File: src/rtl/demux_14_pkg.sv
// Shared constants and types for the demux_14 1-to-4 registered demultiplexer.
package demux_14_pkg;

   localparam int unsigned NCH   = 4;
   localparam int unsigned SEL_W = 2;

   typedef logic [SEL_W-1:0] sel_t;

   localparam sel_t SEL_D0 = 2'd0;
   localparam sel_t SEL_D1 = 2'd1;
   localparam sel_t SEL_D2 = 2'd2;
   localparam sel_t SEL_D3 = 2'd3;

endpackage : demux_14_pkg

File: src/rtl/demux_14_sat_cnt.sv
// Saturating transfer counter with synchronous clear; clear wins over increment.
module demux_14_sat_cnt #(
   parameter int unsigned CNT_W = 8
) (
   input  logic             clk,
   input  logic             rst,
   input  logic             inc,
   input  logic             clr,
   output logic [CNT_W-1:0] count
);

   logic [CNT_W-1:0] count_q;
   logic [CNT_W-1:0] count_d;

   // Next count: clear first, then increment unless already at full scale
   always_comb begin
      count_d = count_q;
      if (clr) begin
         count_d = '0;
      end else if (inc && (count_q != {CNT_W{1'b1}})) begin
         count_d = count_q + CNT_W'(1);
      end
   end

   // Count register with asynchronous reset
   always_ff @(posedge clk or posedge rst) begin
      if (rst) begin
         count_q <= '0;
      end else begin
         count_q <= count_d;
      end
   end

   assign count = count_q;

endmodule : demux_14_sat_cnt

File: src/rtl/demux_14.sv
// Registered 1-to-4 demultiplexer with one-hot valid and optional per-channel
// saturating transfer counters, enabled by defining DEMUX_14_CNT_EN.
module demux_14
   import demux_14_pkg::*;
#(
   parameter int unsigned WIDTH = 1,
   parameter int unsigned CNT_W = 8
) (
   input  logic             clk,
   input  logic             rst,
   input  logic [WIDTH-1:0] in,
   input  logic             in_valid,
   input  logic             s1,
   input  logic             s0,
   output logic [WIDTH-1:0] d0,
   output logic [WIDTH-1:0] d1,
   output logic [WIDTH-1:0] d2,
   output logic [WIDTH-1:0] d3,
   output logic [NCH-1:0]   d_valid,
   input  logic             cnt_clr,
   output logic [CNT_W-1:0] cnt0,
   output logic [CNT_W-1:0] cnt1,
   output logic [CNT_W-1:0] cnt2,
   output logic [CNT_W-1:0] cnt3
);

   sel_t             sel;
   logic [WIDTH-1:0] d_q [NCH];
   logic [WIDTH-1:0] d_d [NCH];
   logic [NCH-1:0]   valid_q;
   logic [NCH-1:0]   valid_d;
   logic [CNT_W-1:0] cnt_w [NCH];

   assign sel = {s1, s0};

   // Steer data to the selected lane (others zero, independent of valid) and build one-hot valid
   always_comb begin
      d_d     = '{default: '0};
      valid_d = '0;
      for (int unsigned k = 0; k < NCH; k++) begin
         if (sel == SEL_W'(k)) begin
            d_d[k] = in;
         end
      end
      if (in_valid) begin
         valid_d = NCH'(1) << sel;
      end
   end

   // Output registers; reset clears data and valid asynchronously
   always_ff @(posedge clk or posedge rst) begin
      if (rst) begin
         d_q     <= '{default: '0};
         valid_q <= '0;
      end else begin
         d_q     <= d_d;
         valid_q <= valid_d;
      end
   end

`ifdef DEMUX_14_CNT_EN
   // One saturating counter per channel, bumped on accepted transfers to that channel
   for (genvar k = 0; k < NCH; k++) begin : g_cnt
      demux_14_sat_cnt #(
         .CNT_W (CNT_W)
      ) u_cnt (
         .clk   (clk),
         .rst   (rst),
         .inc   (in_valid && (sel == SEL_W'(k))),
         .clr   (cnt_clr),
         .count (cnt_w[k])
      );
   end
`else
   // Counters absent: outputs held at zero and the clear input is intentionally unused
   logic unused_cnt_clr;
   assign unused_cnt_clr = cnt_clr;
   for (genvar k = 0; k < NCH; k++) begin : g_cnt_off
      assign cnt_w[k] = '0;
   end
`endif

   assign d0      = d_q[0];
   assign d1      = d_q[1];
   assign d2      = d_q[2];
   assign d3      = d_q[3];
   assign d_valid = valid_q;
   assign cnt0    = cnt_w[0];
   assign cnt1    = cnt_w[1];
   assign cnt2    = cnt_w[2];
   assign cnt3    = cnt_w[3];

endmodule : demux_14

File: config.mk
export PLATFORM = sky130hd
export DESIGN_NAME = demux_14
export DESIGN_NICKNAME = d
export VERILOG_FILES = /design/src/rtl/demux_14_pkg.sv /design/src/rtl/demux_14_sat_cnt.sv /design/src/rtl/demux_14.sv
export SDC_FILE = /design/constraint.sdc
export NUM_CORES = 1
export LEC_CHECK = 0
export CORE_MARGIN = 2
export CORE_UTILIZATION = 27
export CTS_BUF_LIST = sky130_fd_sc_hd__clkbuf_16
export CTS_CLUSTER_DIAMETER = 120
export DETAILED_ROUTE_END_ITERATION = 8
export PLACE_DENSITY = 0.82
export SLEW_MARGIN = 20
export SYNTH_ARGS = -nofsm -noshare
export SYNTH_HDL_FRONTEND = slang
export SYNTH_SLANG_ARGS = --single-unit
File: constraint.sdc
create_clock -name clk -period 0.8 [get_ports clk]
set_input_delay 0.24 -clock clk [delete_from_list [all_inputs] [get_ports clk]]
set_output_delay 0.24 -clock clk [all_outputs]
set_load 0.05 [all_outputs]
==> results by group <==
Drt
  – Via density: 3.19
  – Router iterations before antenna repair: 2
  – # DRC: 0
  – Aggregate routed wire length: 771 um
  – Post-DRT Antenna Nets: 0
  – Vias: 287
  – DR iter-0 viols: 5
  – Avg WL per Cell: 8.57 um

Pwr
  – Max IR drop VDD: 1.03 mV
  – Power per cell area: 2450 mW/mm^2
  – Lkg Pwr: 0.000386 uW

Logic synthesis
  – Synth top area share: 47.1%
  – Cells after Synth: 50
  – Sequential fraction of the synthesis area: 39.2%
  – Yosys reg bits: 8
  – EDFF count, synth: 0
  – Synth warnings: 0
  – Async SR Flop Fraction: 100%
  – Netlist cell types: 7
  – Synth Flop Type: dfrtp_1
  – Post-synth top cells: buf_4 (32), dfrtp_1 (8), and3b_1 (4)
  – Syn Std Cell Area: 510 sq um
  – Top post-synthesis cells by area: buf_4 (47%), dfrtp_1 (39%), and3b_1 (6.9%)
  – Mean area per synthesized cell: 10.2 sq um
  – Count leader, synth: buf_4
  – Leading area contributor after synthesis: buf_4

Run status
  – Outcome: finished with violations
  – Failing checks: setup timing

Clocking
  – CTS root buffer: clkbuf_16
  – CTS max path bufs: 2
  – Htree depth: 1
  – Hold buffers post-CTS: 0
  – CTS sink count: 8
  – Post-CTS setup repair buffer count: 0
  – CTS buffer count: 3
  – Clock Pin Slew Worst Setup and Hold Paths: 0.04 ns
  – TritonCTS clock tree: yes

Die
  – Die ar.: 0.00225 sq mm
  – Core area: 0.00175 sq mm
  – DIE HEIGHT: 47.5 um
  – DIE WIDTH: 47.5 um
  – Initial Utilization: 29.2%
  – Placement Rows: 15
  – IO Pins: 47

Placement
  – # port buffers: 13
  – Global placement routability congestion: 0.763
  – Post-DP HPWL: 652 um

Worst setup path
  – Cell family with most CP delay: flip-flops
  – Max incr delay on CP: 0.41 ns
  – Startpoint types: register
  – Crit Path Max Fanout: 1
  – Critical path class: reg -> out
  – CP bufs+invs: 1
  – Crit path arrival time: 0.79 ns
  – Crit end category: output pin
  – CP required: 0.56 ns
  – Slowest library cell on the worst path: dfrtp_2
  – CP Cell Sequence: buf_12

Job
  – Max-cap viol count: 0

Finish
  – # fillers: 162
  – Final nets: 74
  – Diodes inserted: 0
  – Area delta synth->final: 40.4%
  – Fraction of layout cells with a size suffix above 1: 30.8%

STA
  – RSZ-0062 raised after global routing: true
  – Min cycle time layout: 1.03 ns
  – Crit share post-route: 128%
  – Setup WS post-layout: -0.225 ns
  – Count of final setup violators: 8
  – Hold Slack: 0.248 ns
  – Max Freq: 975 MHz
  – Final TNS setup: -1.75 ns
  – Final count of pins violating max slew: 0
  – Final Hold Vio Count: 0

Min path
  – HP Class: in -> async

GRT
  – Total GRT Usage: 7.62%
  – Remaining Overflow, GRT: 0
  – Initial antenna violation count: 0
  – First-pass GRT wire length: 1020 um
  – Pin count of the biggest net entering global routing: 9
  – Vias in the first global route: 239
-- cells in the final DEF, fill, tap and decap left out --
cell             synthesis  routed
and3_1                   2       2
clkbuf_16                0       3
nor3b_1                  2       1
nor3b_2                  0       1
dlygate4sd2_1            0       3
conb_1                   1      32
inv_1                    1       1
and3b_1                  4       4
buf_12                   0       8
dlymetal6s2s_1           0       1
clkdlybuf4s50_1          0       1
dfrtp_2                  0       8
-- registers in the layout, indices dropped and copies added (netlist names) --
signal and cells:
d3 1, d1 1, d0 1, d2 1, d_valid 4
-- worst paths after layout --
check	depth (start not counted)	startpoint	slack, ns	endpoint
worst min-delay path	2	rst	0.25	d_valid[2]
max in group asynchronous	2	rst	0.31	d0
worst max-delay path	1	d1	-0.23	d1
min in group clk	2	in	0.33	d2
-- through the flow --
stage	instance area (sq um)	total power [uW]	util [%]	std cells	worst slack [ns]
2_1_floorplan	637	958	-	81	0.0753
3_3_place_gp	638	943	36.6	87	-0.320
3_5_place_dp	638	948	36.6	87	-0.350
4_1_cts	714	1770	40.9	90	-0.231
5_1_grt	717	1830	41.1	90	-0.239
6_report	717	1760	41.1	90	-0.225
-- final cells by class --
cell class / count / area (sq um) / area share (%)
multi-input combinational: 40 / 188 / 26.2
clock buffer: 3 / 75.1 / 10.5
sequential: 8 / 210 / 29.3
timing repair buffer: 13 / 209 / 29.1
inverter: 1 / 3.75 / 0.524
tap: 25 / 31.3 / 4.36
-- repair_timing --
| item | in CTS | in global routing |
|---|---|---|
| hold endpoints to repair | 0 | 0 |
| endpoints found under the setup margin | 16 | 9 |
| resized for setup | 4 | 1 |
| pin swaps | 0 | 0 |
| cloned | 0 | 0 |
-- kinds of logic (layout without fill, tap and decap cells) --
group | after synthesis | after routing | synth area share [%]
buf+inv | 33 | 17 | 47.8
flops | 8 | 8 | 39.2
simple gates | 8 | 8 | 12.3
other cells | 1 | 32 | 0.735
-- routing by layer --
layer  track usage, %  share of wire, %  wire length [um]  vias up
met3             4.91                21               162        4
met2             12.7                49               378       32
met4             10.0               4.4                34        0
met1             4.64                25               196      128
li1                 -                 -                 -      123
met5                0                 0                 0        -
-- report_power, final --
group          switching (uW)  internal (uW)
Clock                     178            643
Sequential               12.6            425
Combinational             415           85.9
Total                     606           1150
(Power assumes the default switching activity.)
